<file path="config.mk">
export PLATFORM = sky130hd
export DESIGN_NAME = vga_timing_gen
export DESIGN_NICKNAME = d
export VERILOG_FILES = /design/src/rtl/vga_timing_gen.sv
export SDC_FILE = /design/constraint.sdc
export NUM_CORES = 1
export LEC_CHECK = 0
export BUFFER_PORTS_ARGS = -buffer_cell sky130_fd_sc_hd__buf_2
export CAP_MARGIN = 0
export CORE_MARGIN = 10
export CORE_UTILIZATION = 52
export CTS_BUF_LIST = sky130_fd_sc_hd__clkbuf_8
export DETAILED_ROUTE_END_ITERATION = 10
export PLACE_DENSITY = 0.78
export SLEW_MARGIN = 20
export SYNTH_ARGS = -nofsm -noshare
export SYNTH_HDL_FRONTEND = slang
export SYNTH_SLANG_ARGS = --single-unit
</file>
<file path="constraint.sdc">
create_clock -name pclk -period 2.4 [get_ports pclk]
set_input_delay 0.12 -clock pclk [delete_from_list [all_inputs] [get_ports pclk]]
set_output_delay 0.12 -clock pclk [all_outputs]
set_load 0.01 [all_outputs]
</file>
<file path="src/rtl/vga_timing_gen.sv">
// rtl/vga_timing_gen.sv - free-running raster counters with registered sync, blank and frame strobes
module vga_timing_gen #(
    parameter int H_ACTIVE = 1024,
    parameter int H_FP     = 24,
    parameter int H_SYNC   = 136,
    parameter int H_BP     = 160,
    parameter int V_ACTIVE = 768,
    parameter int V_FP     = 3,
    parameter int V_SYNC   = 6,
    parameter int V_BP     = 29
) (
    input  logic        pclk,
    input  logic        rst_n,
    output logic [11:0] hcount,
    output logic        hsync,
    output logic        hblnk,
    output logic [11:0] vcount,
    output logic        vsync,
    output logic        vblnk,
    output logic        frame_end
);

    localparam int H_TOTAL = H_ACTIVE + H_FP + H_SYNC + H_BP;
    localparam int V_TOTAL = V_ACTIVE + V_FP + V_SYNC + V_BP;

    generate
        if (H_TOTAL > 4096 || V_TOTAL > 4096) begin : g_size_check
            $error("vga_timing_gen: line or frame total exceeds 12-bit counter range");
        end
    endgenerate

    localparam logic [11:0] H_LAST       = 12'(H_TOTAL - 1);
    localparam logic [11:0] H_BLANK_FROM = 12'(H_ACTIVE);
    localparam logic [11:0] H_SYNC_FROM  = 12'(H_ACTIVE + H_FP);
    localparam logic [11:0] H_SYNC_TO    = 12'(H_ACTIVE + H_FP + H_SYNC - 1);
    localparam logic [11:0] V_LAST       = 12'(V_TOTAL - 1);
    localparam logic [11:0] V_BLANK_FROM = 12'(V_ACTIVE);
    localparam logic [11:0] V_SYNC_FROM  = 12'(V_ACTIVE + V_FP);
    localparam logic [11:0] V_SYNC_TO    = 12'(V_ACTIVE + V_FP + V_SYNC - 1);

    logic        h_wrap;
    logic        v_wrap;
    logic [11:0] h_next;
    logic [11:0] v_next;

    always_comb begin
        h_wrap = (hcount == H_LAST);
        v_wrap = (vcount == V_LAST);
        h_next = h_wrap ? 12'd0 : hcount + 12'd1;
        v_next = vcount;
        if (h_wrap) begin
            v_next = v_wrap ? 12'd0 : vcount + 12'd1;
        end
    end

    // Flags decode the next count so they land in the same register stage as the counters.
    always_ff @(posedge pclk) begin
        if (!rst_n) begin
            hcount    <= 12'd0;
            vcount    <= 12'd0;
            hsync     <= 1'b0;
            hblnk     <= 1'b0;
            vsync     <= 1'b0;
            vblnk     <= 1'b0;
            frame_end <= 1'b0;
        end else begin
            hcount    <= h_next;
            vcount    <= v_next;
            hblnk     <= (h_next >= H_BLANK_FROM);
            hsync     <= (h_next >= H_SYNC_FROM) && (h_next <= H_SYNC_TO);
            vblnk     <= (v_next >= V_BLANK_FROM);
            vsync     <= (v_next >= V_SYNC_FROM) && (v_next <= V_SYNC_TO);
            frame_end <= (h_next == H_LAST) && (v_next == V_LAST);
        end
    end

endmodule

</file>
Word-level counts from Yosys, hierarchy flattened
Cells that the tools add are included.
{"block": "word_totals", "mem_count": 0, "output_inout_bits": 29, "reg_bits": 29, "latchBits": 0, "in_bits": 2, "word_cells": 25, "ramBits": 0, "romBits": 0}
{"block": "classes", "n_mul": 0, "n_reduce_logical": 3, "n_mux": 3, "div": 0, "bitwise_logic": 0, "order_cmp": 6, "shifts": 0, "n_addsub": 2, "eq_ne": 4}
{"operator": "2-to-1 mux 12 bit", "n": 3}
{"operator": "adder 12 x 1 -> 12 bit (second input constant)", "n": 2}
{"operator": "equality test 12 x 10 -> 1 bit (second input constant)", "n": 2}
{"operator": "equality test 12 x 11 -> 1 bit (second input constant)", "n": 2}
{"operator": ">= comparator 12 x 10 -> 1 bit (second input constant)", "n": 2}
{"operator": ">= comparator 12 x 11 -> 1 bit (second input constant)", "n": 2}
{"operator": "<= comparator 12 x 10 -> 1 bit (second input constant)", "n": 1}
{"operator": "<= comparator 12 x 11 -> 1 bit (second input constant)", "n": 1}
{"operator": "logical AND 1 bit", "n": 3}

Logic depth before layout (Yosys ltp)
{"block": "depth", "depth_word": 5, "depth_mapped": 8, "ltp_nobuf": 8}

Least setup slack after synthesis
Ideal clock, no wire load.
{"block": "synth_path", "kind": "register to register", "start": "reg hcount[0]", "end": "reg frame_end", "path_stages_with_launch": 8, "slack_ps": -34, "setup_ps": 88, "arrival_time_ps": 2346, "required_ps": 2312, "n_path_buf": 0, "period_less_slack_ps": 2434, "path_cell_list": "dfxtp_1 > ha_1 > nand2_2 > or4_4 > or3_1 > xor2_1 > nand4_2 > nor4_2"}
{"block": "synth_between", "elab_chain_cells": 4, "elab_cells_between_ends": 7, "cone_classes": "add/sub (1); eq/ne (3); mux (2); reduce/logical (1)"}
{"element": "start: declaration", "line": "14", "source": "output logic [11:0] hcount,"}
{"element": "start signal: assignment", "line": "67", "source": "hcount <= h_next;"}
{"element": "adder 12 x 1 -> 12 bit / equality test 12 x 11 -> 1 bit (equally long branches)", "line": "49, 47"}
{"element": "2-to-1 mux 12 bit (on tied branches)", "line": "49, 51"}
{"element": "equality test 12 x 11 -> 1 bit / equality test 12 x 10 -> 1 bit (equally long branches)", "line": "73", "source": "frame_end <= (h_next == H_LAST) && (v_next == V_LAST);"}
{"element": "logical AND 1 bit (*)", "line": "73"}
{"element": "end signal: assignment", "line": "73"}
{"element": "end: declaration", "line": "20", "source": "output logic frame_end"}
Mark *: on every way between the ends. The rest lies on a longest branch, timed or not.
A chain may end at the register's enable or synchronous reset.

Worst setup path after layout
Same ends and word-level chain as after synthesis.

==> reports/metrics.csv <==
metric;value;unit
switching_share;21.43;%
rsz0062_at_grt;false;
timing_worst_slew_pin_value;0.4862;ns
p_int;0.7631;mW
fin_tns_setup;0;ns
post_drt_wl_per_cell;14.00;um
grt_pass1_wl;7714;um
syn_inst;215;
p_comb_share;4.1;%
required;2.60;ns
antenna_cells;0;
power;0.9712;mW
syn_avg_cell_area;8.386;sq um
via_count;1689;
synth.area.mux_share;1.943;%
die_area;6223;sq um
layout-drive-gt1-share;29.96;%
power_density;432.2;nW/um^2
synthXorXnorAreaFrac;9.715;%
hp-start;rst_n;
port_buffers;30;
die_y;78.89;um
final_nets;272;
postRouteAntennaNets;0;
ys_types;52;
routed_wl;4381;um
skew;0.007838;ns
grt_max_degree;14;
start_util;54.03;%
syn_nets;221;
io_pins;31;
r2r_start;hcount[0];
grt_pass1_vias;1627;
crit_path_start_kind;register;
maxCapViolCount;0;
ys_warn_count;0;
synth_area;1803;sq um
slew_headroom;67.47;%
synth-compound-area-share;11.45;%
dp_hpwl;3395;um
busiest_layer;met2;
seqPwrFrac;50.5;%
hold_path.class;in -> reg;
numClockSinks;29;
post-place-cells;305;
synthSimpleGateAreaFrac;37.96;%
p_clk_share;45.4;%
instances_no_fill;313;
crit_path_start;hcount[0];
synth_top_area_cell;dfxtp_1;
cts_buffer_depth;2;
first_iter_violations;135;
finalHoldViolations;0;
min_period;2.270;ns
cp-end-kind;register;
cts_buffers;5;
post-place-ws;0.07166;ns
p_switching;0.2081;mW
core_region_area;3337;sq um
ir_drop;0.2968;mV
worst_ep_arrival_time;2.47;ns
cp_max_fo;13;
status;complete, no violations;
grtUsageMet2;24.59;%
fmax;0.4405;GHz
grt-ovfl-total;0;
final_cell_mix;buf_2 (30), dfxtp_1 (27), nor2_1 (22), buf_4 (21), nand2_1 (19);
ys_seq_area_share;32.20;%
cts_setup_buffers;0;
drtPass1Iterations;4;
p_leak;0.8953;nW
finalCoreUtilization;67.34;%
grt_use_met1;18.40;%
finalWorstSetupSlack;0.1297;ns
report.final.slew_viol_count;0;
clock_latency;0.28;ns
die_x;78.89;um
synthToLayoutAreaGrowth;24.64;%
rows;21;
track_usage;15.13;%
num-fill-cells;296;
ys_top_cells_by_area;dfxtp_1 (32%), xnor2_1 (5.8%), nor2_1 (4.6%), nand3_1 (4.2%), nand2_1 (4.0%);
routed_via_density;5.396;
cts_max_level;2;
crit_type;reg -> reg;
clkTransAtPathRegs;0.06;ns
drc;0;
gp_congestion;0.8795;
grt_util_met3;4.730;%
cts_root_buf;clkbuf_8;
synthAdderAreaFrac;2.776;%
final.period_utilization;94.59;%
synth-seq-cells;29;
cts_tree;built;
finalSetupViolations;0;
final_common_cell;buf_2;
grt_antenna_before_repair;0;
yosysTopAreaCellShare;32.20;%
synth_top_family_by_area;simple AND/OR/NAND/NOR gates;
==> registers in the layout (all words and copies together), names as in the netlist <==
name,flops
frame_end,1
vcount,12
hsync,1
vblnk,1
hblnk,1
hcount,12
vsync,1
==> power groups by stage <==
stage	sequential, mW	clock, mW	combinational (mW)
floorplan	0.504	0	0.0153
global placement	0.499	0	0.0383
detailed placement	0.499	0	0.0387
CTS	0.489	0.448	0.0389
global route	0.491	0.475	0.0439
finish	0.491	0.441	0.0394
==> final timing paths <==
path | to | slack [ns] | cells past startpoint
max | frame_end | 0.13 | 8
min | hcount[1] | 0.20 | 2
min reg2reg | hcount[0] | 0.57 | 2
max reg2reg | frame_end | 0.13 | 8
==> metrics by stage <==
step           hold slack, ns  instance area, sq um
2_1_floorplan          0.2532                  1807
6_report               0.2029                  2247
4_1_cts                0.2058                  2228
3_5_place_dp           0.4991                  2127
3_3_place_gp           0.4978                  2127
5_1_grt                0.2112                  2247
==> per-layer routing <==
metal / wire, um / part of all wire [%] / up-vias
met4: 80 / 1.8 / 0
met5: 0 / 0 / -
met3: 261 / 6.0 / 9
met1: 1970 / 45 / 768
li1: - / - / 871
met2: 2068 / 47 / 41
==> synth_stat cells, drive strengths merged <==
cell,n
nor2b,5
nand4,3
nor3b,1
buf,4
dfxtp,29
xnor2,12
or2,5
and3b,1
or4,4
clkbuf,3
o21a,1
o31a,1
a311oi,1
mux2i,2
a41oi,1
inv,7
and4,3
nor4b,2
nand3b,1
xor2,8
or3,3
a22oi,1
nor3,9
o21ai,9
nand2b,3
and2,7
and3,2
nand2,20
mux2,1
nor4,5
o31ai,2
o22ai,1
a31oi,4
nand4bb,2
a21oi,5
nand3,16
nor2,22
ha,4
a21boi,3
a211oi,2
==> logic make-up (layout without fill, tap and decap cells) <==
logic type               count (synthesis)  count (layout)
AO/OA/AOI/OAI                           31              31
XOR/XNOR                                20              20
adder cells (fa/ha/maj)                  4               4
buffers and inverters                   14              66
flip-flops                              29              29
multiplexers                             3               3
AND/OR/NAND/NOR                        114             114
==> repair_timing <==
| item | 4_1_cts | 5_1_grt |
|---|---|---|
| hold buffers | 0 | 0 |
| endpoints found under the setup margin | 0 | 2 |
| gates resized for setup | 0 | 3 |
==> critical path, stage by stage (launching register included) <==
cell and delay [ns]:
dfxtp_2 0.35, ha_4 0.16, nand2_2 0.11, or4_4 0.55, buf_4 0.19, or2_4 0.28
o22ai_2 0.12, nand4_2 0.15, nor4_2 0.26
==> layout make-up <==
class                   count  area (sq um)  share of cell area (%)
clock buffers               7         96.34                   4.287
multi-input cells         172          1171                   52.12
well taps                  46         57.56                   2.561
repair buffers             51         307.8                   13.70
clock inverters             1         5.005                  0.2227
inverters                   7         26.28                   1.169
flip-flops and latches     29         583.1                   25.95
(Power assumes the default switching activity.)
